==> config.mk <==
export PLATFORM = sky130hd
export DESIGN_NAME = transform_butterfly_pipe
export DESIGN_NICKNAME = d
export VERILOG_FILES = /design/src/rtl/transform_butterfly_pipe.sv
export SDC_FILE = /design/constraint.sdc
export NUM_CORES = 2
export LEC_CHECK = 0
export BUFFER_PORTS_ARGS = -buffer_cell sky130_fd_sc_hd__buf_2
export CAP_MARGIN = 20
export CORE_ASPECT_RATIO = 1.5
export CORE_UTILIZATION = 62
export DETAILED_ROUTE_END_ITERATION = 12
export PLACE_DENSITY = 0.83
export SLEW_MARGIN = 20
export SYNTH_ARGS = -nofsm -noshare
export SYNTH_HDL_FRONTEND = slang
export SYNTH_SLANG_ARGS = --single-unit
==> constraint.sdc <==
create_clock -name clk -period 5.5 [get_ports clk]
set_clock_uncertainty 0.15 [all_clocks]
set_input_delay 1.1 -clock clk [delete_from_list [all_inputs] [get_ports clk]]
set_output_delay 1.1 -clock clk [all_outputs]
set_load 0.03 [all_outputs]
==> src/rtl/transform_butterfly_pipe.sv <==
// transform_butterfly_pipe: two-stage, valid/ready flow-controlled 4-point butterfly.
// Each beat carries ROWS independent 4-element rows plus a mode:
// inverse core (00/11), Hadamard (01) or forward core (10).
// Optional macro BUTTERFLY_SAT_EN: clamp stage-2 results to the signed DW range.

// Per-row arithmetic: stage-1 butterfly on incoming x, stage-2 butterfly on registered e.
module transform_butterfly_row #(
  parameter int DW = 16
) (
  input  logic [1:0]            s1_mode,
  input  logic [3:0][DW-1:0]    x,
  output logic [3:0][DW+1:0]    e,
  input  logic [1:0]            s2_mode,
  input  logic [3:0][DW+1:0]    e_in,
  output logic [3:0][DW+2:0]    y
);
  localparam int EW = DW + 2;
  localparam int OW = DW + 3;

`ifdef BUTTERFLY_SAT_EN
  localparam logic signed [OW-1:0] SAT_MAX = {4'b0000, {(DW-1){1'b1}}};
  localparam logic signed [OW-1:0] SAT_MIN = {4'b1111, {(DW-1){1'b0}}};

  function automatic logic [OW-1:0] clamp(input logic signed [OW-1:0] v);
    if (v > SAT_MAX)      clamp = SAT_MAX;
    else if (v < SAT_MIN) clamp = SAT_MIN;
    else                  clamp = v;
  endfunction
`endif

  logic signed [EW-1:0] x0, x1, x2, x3;
  logic signed [EW-1:0] e0, e1, e2, e3;
  logic signed [OW-1:0] w0, w1, w2, w3;
  logic signed [OW-1:0] y0, y1, y2, y3;

  // Stage 1: sign-extend inputs, then mode-dependent first butterfly
  always_comb begin
    x0 = {{2{x[0][DW-1]}}, x[0]};
    x1 = {{2{x[1][DW-1]}}, x[1]};
    x2 = {{2{x[2][DW-1]}}, x[2]};
    x3 = {{2{x[3][DW-1]}}, x[3]};
    case (s1_mode)
      2'b01: begin
        e0 = x0 + x2;
        e1 = x0 - x2;
        e2 = x1 - x3;
        e3 = x1 + x3;
      end
      2'b10: begin
        e0 = x0 + x3;
        e1 = x1 + x2;
        e2 = x1 - x2;
        e3 = x0 - x3;
      end
      default: begin
        e0 = x0 + x2;
        e1 = x0 - x2;
        e2 = (x1 >>> 1) - x3;
        e3 = x1 + (x3 >>> 1);
      end
    endcase
    e = {e3, e2, e1, e0};
  end

  // Stage 2: second butterfly on the registered stage-1 values
  always_comb begin
    w0 = {e_in[0][EW-1], e_in[0]};
    w1 = {e_in[1][EW-1], e_in[1]};
    w2 = {e_in[2][EW-1], e_in[2]};
    w3 = {e_in[3][EW-1], e_in[3]};
    if (s2_mode == 2'b10) begin
      y0 = w0 + w1;
      y1 = (w3 <<< 1) + w2;
      y2 = w0 - w1;
      y3 = w3 - (w2 <<< 1);
    end else begin
      y0 = w0 + w3;
      y1 = w1 + w2;
      y2 = w1 - w2;
      y3 = w0 - w3;
    end
`ifdef BUTTERFLY_SAT_EN
    y = {clamp(y3), clamp(y2), clamp(y1), clamp(y0)};
`else
    y = {y3, y2, y1, y0};
`endif
  end
endmodule

module transform_butterfly_pipe #(
  parameter int DW    = 16,
  parameter int ROWS  = 4,
  parameter int TAG_W = 4
) (
  input  logic                        clk,
  input  logic                        rst,
  input  logic                        in_valid,
  output logic                        in_ready,
  input  logic [1:0]                  in_mode,
  input  logic [TAG_W-1:0]            in_tag,
  input  logic [ROWS*4*DW-1:0]        in_data,
  output logic                        out_valid,
  input  logic                        out_ready,
  output logic [TAG_W-1:0]            out_tag,
  output logic [ROWS*4*(DW+3)-1:0]    out_data
);
  localparam int EW = DW + 2;
  localparam int OW = DW + 3;

  logic [ROWS-1:0][3:0][DW-1:0] in_x;
  logic [ROWS-1:0][3:0][EW-1:0] e_nxt, s1_e_d, s1_e_q;
  logic [ROWS-1:0][3:0][OW-1:0] y_nxt, s2_y_d, s2_y_q;
  logic [2:1]                   vld_pipe_d, vld_pipe_q;
  logic [1:0]                   s1_mode_d, s1_mode_q;
  logic [TAG_W-1:0]             s1_tag_d, s1_tag_q, s2_tag_d, s2_tag_q;
  logic                         s1_adv, s2_adv;

  assign in_x = in_data;

  for (genvar r = 0; r < ROWS; r++) begin : g_row
    transform_butterfly_row #(.DW(DW)) u_row (
      .s1_mode (in_mode),
      .x       (in_x[r]),
      .e       (e_nxt[r]),
      .s2_mode (s1_mode_q),
      .e_in    (s1_e_q[r]),
      .y       (y_nxt[r])
    );
  end

  // Advance conditions; no skid buffer, so in_ready follows out_ready combinationally
  always_comb begin
    s2_adv = !vld_pipe_q[2] || out_ready;
    s1_adv = !vld_pipe_q[1] || s2_adv;
  end

  assign in_ready  = s1_adv;
  assign out_valid = vld_pipe_q[2];
  assign out_tag   = s2_tag_q;
  assign out_data  = s2_y_q;

  // Next-state: data regs load only on advance with a valid beat, bubbles keep old data
  always_comb begin
    vld_pipe_d = vld_pipe_q;
    s1_e_d     = s1_e_q;
    s1_mode_d  = s1_mode_q;
    s1_tag_d   = s1_tag_q;
    s2_y_d     = s2_y_q;
    s2_tag_d   = s2_tag_q;
    if (s1_adv) begin
      vld_pipe_d[1] = in_valid;
      if (in_valid) begin
        s1_e_d    = e_nxt;
        s1_mode_d = in_mode;
        s1_tag_d  = in_tag;
      end
    end
    if (s2_adv) begin
      vld_pipe_d[2] = vld_pipe_q[1];
      if (vld_pipe_q[1]) begin
        s2_y_d   = y_nxt;
        s2_tag_d = s1_tag_q;
      end
    end
  end

  // Pipeline registers with synchronous reset discarding in-flight beats
  always_ff @(posedge clk) begin
    if (rst) begin
      vld_pipe_q <= '0;
      s1_e_q     <= '0;
      s1_mode_q  <= '0;
      s1_tag_q   <= '0;
      s2_y_q     <= '0;
      s2_tag_q   <= '0;
    end else begin
      vld_pipe_q <= vld_pipe_d;
      s1_e_q     <= s1_e_d;
      s1_mode_q  <= s1_mode_d;
      s1_tag_q   <= s1_tag_d;
      s2_y_q     <= s2_y_d;
      s2_tag_q   <= s2_tag_d;
    end
  end
endmodule

==> metrics.md <==
| Metric | Value |
|---|---|
| Kind of cell with the highest combined delay on the critical path | compound AO/OA/AOI/OAI gates |
| Final number of hold-violating endpoints | 0 |
| TritonCTS Buffers | 67 |
| Share of the synthesized netlist area taken by xor and xnor gates | 0.0834 |
| Total power | around 21 mW |
| Post-route antenna net violation count | 0 |
| Static leakage | 32.7 nW |
| Top cell type by total area after synthesis | dfxtp_1 |
| Gp weighted congestion | 1.07 |
| Port buffer count | 575 |
| Slew headroom | 0.125 |
| Signed area change from the synthesized netlist to the final layout | 10.4% |
| Mux contribution to synthesized area | 0.0174 |
| Number of setup buffers added after CTS | 0 |
| Post-place instance area | 0.0697 sq mm |
| Hold buffers post-CTS | 0 |
| Final critical path time including I/O delays and setup | around 4.5 ns |
| CTS resizes | 0 |
| Fraction of registers with async set/reset | 0 |
| Kind of capture point of the worst setup path | flip-flop |
| Storage cell area | ~0.012 sq mm |
| Number of setup violations in the final report | 0 |
| Routed via count | 72600 |
| Final hold slack | 0.296 ns |
| Post-synthesis cell area | around 0.065 sq mm |
| Share of Yosys cell area claimed by the top area cell type | 0.180 |
| Max-cap violations | 0 |
| Required time of the critical path | 5.90 ns |
| Master cell of the clock root buffer | clkbuf_16 |
| Largest net degree at the start of global routing | approximately 120 |
| Average vias per placed instance | just under 7 |
| Yosys warning count | 0 |
| Top-level port count | 576 |
| Final period utilization | 0.816 |
| Clock tree sinks | between 500 and 600 |
| Worst setup margin | between 1 and 1.5 ns |
| Maximum ir drop on the vdd rail | 300 uV |
| Simple-gate share of the synthesized area | 0.180 |
| H-Tree Depth | 3 |
| Total Negative Setup Slacks | 0 ns |
| Top cells by area in the synthesized netlist | dfxtp_1, ha_1, a21oi_1, xnor2_1, nand2_1 |
| Adder-cell share of the synthesized area | 0.195 |
| Most frequent cell after synthesis | ha_1 |
| DR WL/cell | 26.0 microns |
| CTS clk-pin slew, worst paths | 0.06 ns |
| Setup repair after global routing missed its margin | false |
| Global route overflow | 0 |
| Post-placement worst setup slack | 0.515 ns |
| Max Buffers Root-to-Sink | 3 |
| Final core utilization | 0.691 |
| Detailed placement HPWL | 218000 microns |
| Clock tree from TritonCTS | done |
| DRC violations left | 0 |
| Buffers plus inverters on the worst setup path | 1 |
| Filler-free cell count of the finished design | 10600 |
| Post-Synthesis Net Count | 10000 |
| Upper clock frequency limit | roughly 220 MHz |
| Initial cell density of the core | 0.626 |
| Number of cell rows | 145 |
| Detailed router's first-iteration violation count | 9143 |
| Most repeated library cell on the critical path | o21ai_1 |
| Count of flip-flops with a built-in enable after synthesis | 0 |
| Post-synthesis area per instance | 7.45 sq um |
| Outcome | finished clean |
| Fraction of the mapped netlist area in compound gates | 0.290 |
| Arrival time of the worst setup path | 4.89 ns |
| Type of the most critical hold path | reg -> reg |
| Std-Cell Core Area | 0.104 sq mm |
| Wire length of the first global-routing pass | 403000 microns |
| Width of the chip | 267 microns |
| Startpoint class of the critical path | flip-flop |
| Total placed cells including tap cells | 10500 |
| Flip-flop and latch count after synthesis | 588 |
| Total track usage | 0.498 |
| Sequential-to-total area share from yosys stat | 0.180 |
| Area taken by multi-input logic gates | 0.0501 sq mm |
| Layout cells sized above 1 | 0.0969 |
| Initial antenna violation count | 30 |
| Number of global-route vias before repair | 68200 |
| Nets | 10400 |
| Power Density | 295 mW/mm^2 |
| Worst-skew pair later-pin latency | 0.70 ns |
| Dominant register cell in the synthesized netlist | dfxtp_1 |
| Wire length reported by the detailed router | approximately 280000 microns |
| Combinational family with the most area after synthesis | compound AO/OA/AOI/OAI gates |
| Delay contributed by the slowest stage of the critical path | about 0.66 ns |
| Top cell types by occurrence after synthesis | ha_1, nand2_1, a21oi_1 |
| Largest fanout on the critical path | 20 |
| Die outline area | 0.107 sq mm |
| Critical setup path kind | reg -> reg |
| Post-route cell area | between 0.07 and 0.08 sq mm |
| Fill count | 8612 |
| Critical Path, Cell by Cell | nor2b_4 -> buf_4 -> nand2_1 -> o21ai_0 -> ha_1 -> a21o_1 -> a2111oi_1 -> nor3_1 -> o31ai_1 -> o21ai_1 -> a21oi_1 -> xor2_1 -> o21ai_1 |
| Instance count of the mapped netlist | 8755 |
| Total iterations of the first detailed-routing run | 9 |
| Final slew viol count | 0 |
| CP max stage cell | a2111oi_1 |
| Synth unique cells | 93 |
| Height of the chip | 399 microns |
| Actual transition at the worst max-transition pin | 1.30 ns |
[tightest hold or removal path, stage by stage (launching register included)]
cell and delay (ns):
dfxtp_1 0.31, nand2_1 0.05, o21ai_1 0.05
[power breakdown]
part | switching [mW] | internal, mW | leakage, nW
registers | 0.730 | 4.70 | 4.84
clock network | 2.25 | 2.74 | 1.14
logic | 6.78 | 4.07 | 26.7
total | 9.77 | 11.5 | 32.7
[logic make-up (layout without fill, tap and decap cells)]
group                    count (synthesis)  after routing
AO/OA/AOI/OAI                         2974           2974
AND/OR/NAND/NOR                       2544           2544
adder cells (fa/ha/maj)                983            983
buffers and inverters                  933           1389
XOR/XNOR                               621            621
flip-flops                             588            588
multiplexers                           112            112
other                                    0             15
[layer usage]
metal / routed length, microns / global-route usage
met5: 180 / 0
met1: 103000 / 0.624
met2: 113000 / 0.738
met3: 40700 / 0.165
met4: 18500 / 0.294
[area by class of cell]
cell class / instances / share of cell area
Clock inverter: 43 / 0.00745
Multi-Input combinational cell: 7234 / 0.695
Tap cell: 1396 / 0.0242
Sequential cell: 588 / 0.163
Timing Repair Buffer: 698 / 0.0548
Inverter: 568 / 0.0296
Antenna cell: 15 / 0.000521
Clock buffer: 80 / 0.0251
[worst paths after layout]
path                        startpoint  slack (ns)                    endpoint  cells past startpoint
max reg2reg  s1_mode_q[1]$_SDFFE_PP0P_        1.01  out_data[243]$_SDFFE_PP0P_                     13
min reg2reg  out_data[13]$_SDFFE_PP0P_        0.30   out_data[13]$_SDFFE_PP0P_                      2
max          s1_mode_q[1]$_SDFFE_PP0P_        1.01  out_data[243]$_SDFFE_PP0P_                     13
min          out_data[13]$_SDFFE_PP0P_        0.30   out_data[13]$_SDFFE_PP0P_                      2
[registers in the layout (all words and copies together) (netlist names)]
signal and cells:
s1_mode_q 2, s1_e_q 272, out_tag 4, s1_tag_q 4, vld_pipe_q 2, out_data 304
[cell usage in the layout, fill, tap and decap left out, types with 31 or more instances in the layout]
cell type / netlist / final
o22ai_1: 35 / 35
a311oi_1: 44 / 44
a21oi_1: 773 / 773
nor2b_1: 148 / 146
clkbuf_16: 0 / 68
and3_1: 41 / 41
o211ai_1: 109 / 109
a21o_1: 220 / 220
mux2i_1: 100 / 100
nand3_1: 134 / 134
buf_4: 1 / 112
or3_1: 97 / 97
fa_1: 56 / 56
o21ai_1: 196 / 196
o21bai_1: 91 / 91
buf_2: 3 / 574
o21ai_0: 584 / 584
a221oi_1: 31 / 31
nand2_1: 921 / 920
xor2_1: 222 / 222
dfxtp_1: 588 / 588
nand2b_1: 128 / 126
o31ai_1: 40 / 40
inv_1: 558 / 557
xnor2_1: 399 / 399
ha_1: 927 / 924
nor2_1: 640 / 632
nor3_1: 235 / 235
o21a_1: 124 / 124
a211oi_1: 259 / 258
a31oi_1: 109 / 109
(Power assumes the default switching activity.)
